`config.mk`:
```
export PLATFORM = sky130hd
export DESIGN_NAME = coreuart_rx_fifo_flat
export DESIGN_NICKNAME = d
export VERILOG_FILES = /design/src/rtl/coreuart_pkg.sv /design/src/rtl/coreuart_rx_fifo_if.sv /design/src/rtl/coreuart_fifo_ram.sv /design/src/rtl/coreuart_rx_fifo.sv /design/src/flat_wrapper.sv
export SDC_FILE = /design/constraint.sdc
export NUM_CORES = 1
export LEC_CHECK = 0
export ABC_AREA = 1
export CAP_MARGIN = 30
export CELL_PAD_IN_SITES_DETAIL_PLACEMENT = 1
export CELL_PAD_IN_SITES_GLOBAL_PLACEMENT = 1
export CORE_UTILIZATION = 35
export DETAILED_ROUTE_END_ITERATION = 7
export PLACE_DENSITY_LB_ADDON = 0.1
export RECOVER_POWER = 50
export SYNTH_ARGS = -nofsm -noshare
export SYNTH_HDL_FRONTEND = slang
export SYNTH_SLANG_ARGS = --single-unit
```
`constraint.sdc`:
```
create_clock -name CLK -period 2.5 [get_ports CLK]
set_input_delay 0.625 -clock CLK [delete_from_list [all_inputs] [get_ports CLK]]
set_output_delay 0.625 -clock CLK [all_outputs]
set_load 0.01 [all_outputs]
```
`src/rtl/coreuart_pkg.sv`:
```
// Shared types and constants for the CoreUART receive FIFO.
// COREUART_RXFIFO_ERRTAG_EN adds parity/framing tags to every stored entry.
package coreuart_pkg;

    localparam int UART_DATA_W    = 8;
    localparam int FIFO_DEPTH_MAX = 256;

`ifdef COREUART_RXFIFO_ERRTAG_EN
    localparam int ERRTAG_W = 2;

    typedef struct packed {
        logic                   parity_err;
        logic                   framing_err;
        logic [UART_DATA_W-1:0] data;
    } rx_entry_t;
`else
    localparam int ERRTAG_W = 0;

    typedef struct packed {
        logic [UART_DATA_W-1:0] data;
    } rx_entry_t;
`endif

    // One extra bit so a completely full FIFO is representable without wrapping.
    function automatic int level_w(input int depth);
        return $clog2(depth) + 1;
    endfunction

endpackage

```
`src/rtl/coreuart_rx_fifo_if.sv`:
```
// Receiver-to-FIFO-to-host signal bundle; master is the receiver/host side, slave is the FIFO.
interface coreuart_rx_fifo_if
    import coreuart_pkg::*;
#(
    parameter int DATA_W = UART_DATA_W,
    parameter int LVL_W  = 5
);
    logic              wr_stb;
    logic [DATA_W-1:0] wr_data;
    logic              wr_parity_err;
    logic              wr_framing_err;
    logic              rd_en;
    logic              clr_overflow;
    logic [DATA_W-1:0] rd_data;
    logic              rd_valid;
    logic              rd_parity_err;
    logic              rd_framing_err;
    logic              empty;
    logic              full;
    logic              almost_full;
    logic [LVL_W-1:0]  level;
    logic              overflow;

    modport master (
        output wr_stb, wr_data, wr_parity_err, wr_framing_err, rd_en, clr_overflow,
        input  rd_data, rd_valid, rd_parity_err, rd_framing_err,
        input  empty, full, almost_full, level, overflow
    );

    modport slave (
        input  wr_stb, wr_data, wr_parity_err, wr_framing_err, rd_en, clr_overflow,
        output rd_data, rd_valid, rd_parity_err, rd_framing_err,
        output empty, full, almost_full, level, overflow
    );
endinterface

```
`src/rtl/coreuart_fifo_ram.sv`:
```
// Simple dual-port storage: synchronous write, registered synchronous read.
module coreuart_fifo_ram #(
    parameter int WIDTH = 8,
    parameter int DEPTH = 16,
    parameter int ADDR_W = $clog2(DEPTH)
) (
    input  logic              clk_i,
    input  logic              rst_i,
    input  logic              we_i,
    input  logic [ADDR_W-1:0] waddr_i,
    input  logic [WIDTH-1:0]  wdata_i,
    input  logic              re_i,
    input  logic [ADDR_W-1:0] raddr_i,
    output logic [WIDTH-1:0]  rdata_o
);
    logic [WIDTH-1:0] mem_q [DEPTH];
    logic [WIDTH-1:0] rdata_q;

    always_ff @(posedge clk_i) begin
        if (we_i) begin
            mem_q[waddr_i] <= wdata_i;
        end
    end

    // Read-before-write: a same-address write this edge is not visible until the next read.
    always_ff @(posedge clk_i) begin
        if (rst_i) begin
            rdata_q <= '0;
        end else if (re_i) begin
            rdata_q <= mem_q[raddr_i];
        end
    end

    assign rdata_o = rdata_q;
endmodule

```
`src/rtl/coreuart_rx_fifo.sv`:
```
// UART receive FIFO: pointers, level/flags and sticky overflow around coreuart_fifo_ram.
// COREUART_RXFIFO_ERRTAG_EN stores and returns per-byte parity/framing tags.
module coreuart_rx_fifo
    import coreuart_pkg::*;
#(
    parameter int DEPTH    = 16,
    parameter int DATA_W   = UART_DATA_W,
    parameter int AF_LEVEL = 12
) (
    input logic                CLK,
    input logic                RESET,
    coreuart_rx_fifo_if.slave  bus
);
    localparam int PTR_W   = $clog2(DEPTH);
    localparam int LVL_W   = level_w(DEPTH);
    localparam int ENTRY_W = DATA_W + ERRTAG_W;
    localparam logic [LVL_W-1:0] LVL_FULL = LVL_W'(DEPTH);
    localparam logic [LVL_W-1:0] LVL_AF   = LVL_W'(AF_LEVEL);

    if (DEPTH < 4 || DEPTH > FIFO_DEPTH_MAX || (DEPTH & (DEPTH - 1)) != 0) begin : g_bad_depth
        $error("coreuart_rx_fifo: DEPTH must be a power of two in 4..256");
    end
    if (AF_LEVEL < 1 || AF_LEVEL > DEPTH) begin : g_bad_af
        $error("coreuart_rx_fifo: AF_LEVEL must be in 1..DEPTH");
    end

    logic [PTR_W-1:0] wr_ptr_q, wr_ptr_d;
    logic [PTR_W-1:0] rd_ptr_q, rd_ptr_d;
    logic [LVL_W-1:0] level_q, level_d;
    logic             empty_q, full_q, af_q;
    logic             ovf_q, ovf_d;
    logic             rd_valid_q;
    logic             push, pop;
    logic [ENTRY_W-1:0] wr_entry, rd_entry;

    // When full, a coincident read frees the slot the write lands in.
    always_comb begin
        push     = bus.wr_stb && (!full_q || bus.rd_en);
        pop      = bus.rd_en && !empty_q;
        wr_ptr_d = push ? wr_ptr_q + PTR_W'(1) : wr_ptr_q;
        rd_ptr_d = pop  ? rd_ptr_q + PTR_W'(1) : rd_ptr_q;
        level_d  = level_q + LVL_W'(push) - LVL_W'(pop);
        ovf_d    = ovf_q;
        if (bus.clr_overflow) begin
            ovf_d = 1'b0;
        end
        if (bus.wr_stb && full_q && !bus.rd_en) begin
            ovf_d = 1'b1;
        end
    end

    always_ff @(posedge CLK) begin
        if (RESET) begin
            wr_ptr_q   <= '0;
            rd_ptr_q   <= '0;
            level_q    <= '0;
            empty_q    <= 1'b1;
            full_q     <= 1'b0;
            af_q       <= 1'b0;
            ovf_q      <= 1'b0;
            rd_valid_q <= 1'b0;
        end else begin
            wr_ptr_q   <= wr_ptr_d;
            rd_ptr_q   <= rd_ptr_d;
            level_q    <= level_d;
            empty_q    <= (level_d == '0);
            full_q     <= (level_d == LVL_FULL);
            af_q       <= (level_d >= LVL_AF);
            ovf_q      <= ovf_d;
            rd_valid_q <= pop;
        end
    end

    coreuart_fifo_ram #(
        .WIDTH (ENTRY_W),
        .DEPTH (DEPTH)
    ) u_ram (
        .clk_i   (CLK),
        .rst_i   (RESET),
        .we_i    (push),
        .waddr_i (wr_ptr_q),
        .wdata_i (wr_entry),
        .re_i    (pop),
        .raddr_i (rd_ptr_q),
        .rdata_o (rd_entry)
    );

`ifdef COREUART_RXFIFO_ERRTAG_EN
    assign wr_entry           = {bus.wr_parity_err, bus.wr_framing_err, bus.wr_data};
    assign bus.rd_data        = rd_entry[DATA_W-1:0];
    assign bus.rd_parity_err  = rd_entry[DATA_W+1];
    assign bus.rd_framing_err = rd_entry[DATA_W];
`else
    logic unused_err;
    assign unused_err         = bus.wr_parity_err ^ bus.wr_framing_err;
    assign wr_entry           = bus.wr_data;
    assign bus.rd_data        = rd_entry;
    assign bus.rd_parity_err  = 1'b0;
    assign bus.rd_framing_err = 1'b0;
`endif

    assign bus.rd_valid    = rd_valid_q;
    assign bus.empty       = empty_q;
    assign bus.full        = full_q;
    assign bus.almost_full = af_q;
    assign bus.level       = level_q;
    assign bus.overflow    = ovf_q;
endmodule

```
`src/flat_wrapper.sv`:
```
// flat-port wrapper written by rule: the top's interface ports become plain ports
module coreuart_rx_fifo_flat import coreuart_pkg::*;
#(
    parameter int DEPTH    = 16,
    parameter int DATA_W   = UART_DATA_W,
    parameter int AF_LEVEL = 12
)
  (CLK, RESET, bus_wr_stb, bus_wr_data, bus_wr_parity_err, bus_wr_framing_err, bus_rd_en, bus_clr_overflow, bus_rd_data, bus_rd_valid, bus_rd_parity_err, bus_rd_framing_err, bus_empty, bus_full, bus_almost_full, bus_level, bus_overflow);
  coreuart_rx_fifo_if #(.DATA_W(DATA_W), .LVL_W(5)) bus_i ();
  input logic CLK;
  input logic RESET;
  input wire logic [$bits(bus_i.wr_stb)-1:0] bus_wr_stb;
  input wire logic [$bits(bus_i.wr_data)-1:0] bus_wr_data;
  input wire logic [$bits(bus_i.wr_parity_err)-1:0] bus_wr_parity_err;
  input wire logic [$bits(bus_i.wr_framing_err)-1:0] bus_wr_framing_err;
  input wire logic [$bits(bus_i.rd_en)-1:0] bus_rd_en;
  input wire logic [$bits(bus_i.clr_overflow)-1:0] bus_clr_overflow;
  output wire logic [$bits(bus_i.rd_data)-1:0] bus_rd_data;
  output wire logic [$bits(bus_i.rd_valid)-1:0] bus_rd_valid;
  output wire logic [$bits(bus_i.rd_parity_err)-1:0] bus_rd_parity_err;
  output wire logic [$bits(bus_i.rd_framing_err)-1:0] bus_rd_framing_err;
  output wire logic [$bits(bus_i.empty)-1:0] bus_empty;
  output wire logic [$bits(bus_i.full)-1:0] bus_full;
  output wire logic [$bits(bus_i.almost_full)-1:0] bus_almost_full;
  output wire logic [$bits(bus_i.level)-1:0] bus_level;
  output wire logic [$bits(bus_i.overflow)-1:0] bus_overflow;
  assign bus_i.wr_stb = bus_wr_stb;
  assign bus_i.wr_data = bus_wr_data;
  assign bus_i.wr_parity_err = bus_wr_parity_err;
  assign bus_i.wr_framing_err = bus_wr_framing_err;
  assign bus_i.rd_en = bus_rd_en;
  assign bus_i.clr_overflow = bus_clr_overflow;
  assign bus_rd_data = bus_i.rd_data;
  assign bus_rd_valid = bus_i.rd_valid;
  assign bus_rd_parity_err = bus_i.rd_parity_err;
  assign bus_rd_framing_err = bus_i.rd_framing_err;
  assign bus_empty = bus_i.empty;
  assign bus_full = bus_i.full;
  assign bus_almost_full = bus_i.almost_full;
  assign bus_level = bus_i.level;
  assign bus_overflow = bus_i.overflow;
  coreuart_rx_fifo #(.DEPTH(DEPTH), .DATA_W(DATA_W), .AF_LEVEL(AF_LEVEL)) u_core (.CLK(CLK), .RESET(RESET), .bus(bus_i));
endmodule
```
==> impl_metrics.yaml, run 1 <==
logic_synthesis:
  yosys.area.top_type: "edfxtp_1"
  yosysWarnings: 0
  synth_flop_cell: "edfxtp_1"
  async_flop_share: 0
  synth_area_sq_um: 6440
  ys_ff_latch: 154
  synth-seq-area-share: 0.678
  yosysTopAreaCellShare: 0.597
  yosys-top-cells-area: "edfxtp_1 (60%), nand2_1 (11%), nand3_1 (8.5%), dfxtp_1 (8.1%), nor2_1 (2.4%)"
  syn_inst: 595
  synth_top_cells_by_count: "nand2_1 (189), edfxtp_1 (128), nand3_1 (109)"
  synth_edf_count: 128
  yosysMostFrequentCell: "nand2_1"
  synth.avg_cell_area_sq_um: 10.8
  ys_types: 24
drt:
  vias: 4316
  wl_per_cell_um: 18.7
  wirelength_um: 16600
  ant_nets: 0
  dr.pass1.iters: 6
  initialDrtViolationCount: 253
  drc: 0
  post_drt_via_cell_ratio: 4.87
layout:
  design_area_sq_um: 7620
  drive_gt1_frac: 0.0973
  syn_to_final_growth_pct: 18.4
  n_antenna_cell: 0
  final_util: 0.423
  fin_nets: 671
  final_cells: 887
pwr:
  intPower_mw: 5.11
  vdd_drop_max_v: 0.000537
  switching_share: 0.289
  seqPwrFrac: 0.419
  p_switching_mw: 2.08
  p_leak_nw: 2.92
  p_comb_frac: 0.231
  clkPwrFrac: 0.349
  powerDensity_nw_per_um2: 943
sta:
  finalCriticalPeriod_ps: 2390
  tightest_slew_ps: 906
  hold_violations: 0
  final-setup-viol-count: 0
  slew_headroom: 0.396
  maxSlewViolCount: 0
  fmax_ghz: 0.419
  fin_skew_ps: 14.5
  fin_crit_sh: 0.955
die:
  die_area_sq_um: 18900
  core_sq_um: 18000
  start_util: 0.357
  io_pins: 35
  chipHeight_um: 138
  die_x_um: 138
  row_count: 49
placed_design:
  dp_hpwl_um: 10800
  placed_cells: 853
  io_buffers: 30
  dpl_cell_area_sq_um: 7030
  place_congestion: 0.757
cts:
  insertion_delay_ps: 420
  clk_pin_slew_ps: 60
  cts_sinks: 154
  h-tree-depth: 4
  cts_buffers: 17
  cts_root_buf: "clkbuf_16"
  clk_path_buf_depth: 2
  cts_tree: "yes"
critical_path:
  endpoint_kind: "flip-flop"
  cp.arrival_ps: 2690
  crit_family: "adder cells"
  path_class: "in -> reg"
  cp.required_ps: 2800
  crit_chain: "clkdlybuf4s50_1 -> inv_2 -> nor2_4 -> ha_1 -> inv_1 -> ha_2 -> inv_1 -> fa_2 -> o21ai_2 -> or2_1 -> nand3_1 -> inv_2 -> a21oi_1"
  critPathLaunchType: "input port"
  critPathMaxStageDelay_ps: 470
  critical_path.max_fanout: 3
  critical-path-slowest-cell: "clkdlybuf4s50_1"
  crit_buf_inv: 5
run_status:
  outcome: "finished clean"
global_route:
  grt_usage: 0.190
  overflow: 0
  grt_max_degree: 67
  grt_pass1_wl_um: 25600
  grt_pass1_vias: 4440
  antenna_found_initial: 1
min_path:
  hold_class: "reg -> reg"
run:
  cap_violations: 0
-- registers in the layout, indices dropped and copies added (netlist names) --
signal,cells
u_core.bus.overflow,1
u_core.bus.level,5
u_core.bus.empty,1
u_core.u_ram.rdata_o,8
u_core.bus.full,1
u_core.bus.almost_full,1
u_core.bus.rd_valid,1
u_core.rd_ptr_q,4
u_core.u_ram.mem_q,128
u_core.wr_ptr_q,4
-- tightest hold or removal path, cell delays in order, from the launching register on --
cell     delay (ps)
dfxtp_1         310
nand2_1          60
a21oi_1          50
-- path summary, 6_finish.rpt --
| kind | end | from | depth (start not counted) | slack (ps) |
|---|---|---|---|---|
| setup reg to reg | u_core.bus.empty$_SDFF_PP1_ | u_core.bus.empty$_SDFF_PP1_ | 11 | 460 |
| setup / recovery | u_core.bus.empty$_SDFF_PP1_ | bus_rd_en | 13 | 110 |
| hold reg to reg | u_core.bus.overflow$_SDFFE_PP0P_ | u_core.bus.overflow$_SDFFE_PP0P_ | 2 | 470 |
| hold / removal | u_core.bus.overflow$_SDFFE_PP0P_ | u_core.bus.overflow$_SDFFE_PP0P_ | 2 | 470 |
-- cell families (layout without fill, tap and decap cells) --
family,Yosys count,count (layout),synth area share
xor+xnor,3,3,0.00408
flops,154,154,0.678
buf+inv,65,127,0.0562
simple gates,344,344,0.223
other cells,1,2,0.000583
compound gates,17,17,0.0154
fa+ha+maj,11,11,0.0225
-- area by class of cell --
type | instances | area [sq um]
Sequential cell | 154 | 4370
Timing Repair Buffer | 61 | 531
Inverter | 34 | 130
Clock buffer | 21 | 440
Tap cell | 229 | 287
Fill cell | 2011 | 10400
Clock inverter | 11 | 128
Multi-Input combinational cell | 377 | 1740
-- timing repair --
item | 4_1_cts | 5_1_grt
setup buffers | 0 | 2
gates resized for setup | 3 | 4
pin swaps | 0 | 4
hold buffers | 0 | 0
setup endpoints to repair | 3 | 3
-- cells in the final DEF (no fill, tap or decap), types with 2 or more instances in the layout --
master / netlist / final
conb_1: 1 / 2
edfxtp_1: 128 / 128
o21ai_0: 4 / 4
clkbuf_16: 0 / 17
nor3_1: 2 / 2
bufinv_16: 0 / 3
clkbuf_1: 3 / 8
inv_2: 6 / 5
buf_4: 2 / 26
clkinv_1: 0 / 4
clkinv_2: 0 / 3
nand3_1: 109 / 109
ha_1: 10 / 9
dfxtp_1: 26 / 25
inv_1: 27 / 28
nor4_1: 2 / 2
a21oi_1: 11 / 11
nor2_1: 41 / 40
dlygate4sd3_1: 0 / 8
xor2_1: 2 / 2
clkdlybuf4s50_1: 0 / 22
nand2_1: 189 / 189
-- stage by stage --
| stage | total power, mW | TNS [ps] | hold WS, ps | setup slack [ps] |
|---|---|---|---|---|
| 2_1_floorplan | 4.13 | 0 | 487 | 37.9 |
| 3_3_place_gp | 4.65 | -1480 | 454 | -369 |
| 3_5_place_dp | 4.70 | -2190 | 468 | -532 |
| 4_1_cts | 7.25 | 0 | 476 | 39.7 |
| 5_1_grt | 7.59 | -12.4 | 493 | -6.99 |
| 6_report | 7.19 | 0 | 469 | 112 |
-- power groups by stage --
stage | Sequential [mW] | Clock, mW | Combinational [mW]
2_1_floorplan | 3.09 | 0 | 1.04
3_3_place_gp | 3.06 | 0 | 1.60
3_5_place_dp | 3.06 | 0 | 1.63
4_1_cts | 3.01 | 2.58 | 1.66
5_1_grt | 3.03 | 2.67 | 1.89
6_report | 3.01 | 2.51 | 1.66
-- metal layers --
layer  vias up  track usage  share of wire
li1       2104            -              -
met1      2132        0.249           0.47
met2        62        0.315           0.49
met3        18       0.0361          0.025
met4         0       0.0641          0.016
met5         -            0              0
No activity file was read; power rests on OpenSTA's default activity.
==> run 2, diff against run 1 <==
Settings changed: CAP_MARGIN 30 to unset.
==> results of run 2 <==
Same layout as run 1: the final DEF is identical, and so are final timing and power.
==> run 3, diff against run 2 <==
Settings changed: GPL_TIMING_DRIVEN set to 0, SETUP_SLACK_MARGIN set to 0.5.
==> impl_metrics.yaml, run 3 (synthesis results as in run 1) <==
critical_path:
  crit_buf_inv: 3
  path_class: "reg -> reg"
  ff2ff_path_depth: 10
  cp.arrival_ps: 2490
  r2r_start: "u_core.rd_ptr_q[0]$_SDFFE_PP0P_"
  critical-path-slowest-cell: "clkbuf_1"
  critPathLaunchType: "flip-flop"
  r2r_slack_ps: 380
  cp.required_ps: 2870
  cpMostUsedCell: "nand2_1"
  critical_path.max_fanout: 10
  reg2reg_to: "u_core.u_ram.rdata_o[7]$_SDFFE_PP0P_"
  critPathMaxStageDelay_ps: 660
  crit_family: "buffers and inverters"
  crit_chain: "clkbuf_1 -> buf_6 -> nand2_1 -> nand3_1 -> nand3_1 -> nand2_1 -> nand2_1 -> nand3_1 -> nand2_1 -> inv_1"
  endpoint_kind: "flip-flop"
placed_design:
  io_buffers: 29
  dp_hpwl_um: 11900
  place_congestion: 0.791
  detailedPlace.worstSlack_ps: -540
pwr:
  p_leak_nw: 2.88
  powerDensity_nw_per_um2: 940
  vdd_drop_max_v: 0.000489
  power_mw: 7.19
layout:
  fill_cells: 1990
  largest_register_ffs: 128
  final_cell_mix: "nand2_1 (189), edfxtp_1 (128), nand3_1 (108)"
  top_register: "u_core.u_ram.mem_q"
  final_common_cell: "nand2_1"
  syn_to_final_growth_pct: 18.8
  n_antenna_cell: 0
  drive_gt1_frac: 0.134
  fin_nets: 672
cts:
  cts_tree: "yes"
  cts_root_buf: "clkbuf_16"
  clk_path_buf_depth: 2
  h-tree-depth: 4
  clk_pin_slew_ps: 60
  hold_buffers: 0
  insertion_delay_ps: 430
  cts_sinks: 154
  cts_buffers: 17
die:
  core_sq_um: 18000
  chipHeight_um: 138
  die_area_sq_um: 18900
  row_count: 49
  die_x_um: 138
  start_util: 0.357
  io_pins: 35
sta:
  finalCriticalPeriod_ps: 2120
  rsz0062_at_grt: "true"
  tightest_slew_ps: 900
  hold_violations: 0
  fin_crit_sh: 0.846
  maxSlewViolCount: 0
  fin_ws_ps: 384
  final-setup-viol-count: 0
  fin_skew_ps: 12.4
  slew_headroom: 0.398
  fmax_ghz: 0.473
drt:
  post_drt_via_cell_ratio: 4.94
  dr.pass1.iters: 4
  vias: 4385
  drc: 0
  wl_per_cell_um: 19.8
  wirelength_um: 17500
  ant_nets: 0
  initialDrtViolationCount: 303
global_route:
  grt_usage: 0.201
  grt_pass1_vias: 4510
  grt_max_degree: 17
  antenna_found_initial: 0
  overflow: 0
  grt_pass1_wl_um: 26500
min_path:
  hold_class: "reg -> reg"
  hold_path.startpoint: "u_core.bus.overflow$_SDFFE_PP0P_"
  holdPathStages: 2
  hold_path_end: "u_core.bus.overflow$_SDFFE_PP0P_"
run:
  cap_violations: 0
run_status:
  outcome: "finished clean"
==> run 3: repair_timing <==
action                                  4_1_cts  5_1_grt
endpoints found under the setup margin      138       39
buffers inserted                              1        1
pin swaps                                     4        3
resized for setup                            25       12
gates cloned                                  0        0
==> run 3: cell type report <==
type / count / area, sq um / area share
inverter: 34 / 145 / 0.0190
tap: 229 / 287 / 0.0375
sequential: 154 / 4370 / 0.571
timing repair buffer: 31 / 304 / 0.0398
clock buffer: 19 / 433 / 0.0566
multi-input combinational: 377 / 1790 / 0.234
clock inverter: 12 / 103 / 0.0134
buffer: 31 / 221 / 0.0290
==> run 3: through the flow <==
stage	cell area, sq um	instances	util	hold WS (ps)	TNS, ps
6_report	7650	887	0.424	474	0
5_1_grt	7650	887	0.424	502	0
4_1_cts	7660	886	0.425	481	0
3_5_place_dp	7080	854	0.393	462	-50240
3_3_place_gp	7080	854	0.393	456	-47280
2_1_floorplan	6500	596	-	487	0
==> run 3: worst max-delay path by stage <==
stage,slack (ps),to,depth (start not counted),from
4_1_cts,490,u_core.bus.empty$_SDFF_PP1_,14,bus_rd_en
5_1_grt,250,u_core.bus.full$_SDFF_PP0_,11,u_core.bus.empty$_SDFF_PP1_
3_5_place_dp,-540,u_core.bus.empty$_SDFF_PP1_,14,bus_rd_en
2_1_floorplan,310,u_core.bus.empty$_SDFF_PP1_,13,bus_rd_en
6_report,380,u_core.u_ram.rdata_o[7]$_SDFFE_PP0P_,10,u_core.rd_ptr_q[0]$_SDFFE_PP0P_
3_3_place_gp,-530,u_core.bus.empty$_SDFF_PP1_,14,bus_rd_en
==> run 3: power by group <==
group,total [mW],switching (mW),internal (mW)
combinational,1.80,1.13,0.664
clock,2.38,1.03,1.35
sequential,3.01,0.0800,2.93
==> run 3: worst reg2reg max path, delay by kind of cell, from the launching register on <==
kind                   cells  cell delay [ps]
and+or+nand+nor            7              670
buffers and inverters      3              950
DFF                        1              440
==> run 3: routing by layer <==
layer | share of wire | vias up | global-route usage | routed length, um
li1 | - | 2111 | - | -
met1 | 0.47 | 2185 | 0.262 | 8170
met3 | 0.034 | 18 | 0.0423 | 604
met4 | 0.016 | 0 | 0.0708 | 280
met5 | 0 | - | 0 | 0
met2 | 0.48 | 71 | 0.330 | 8470
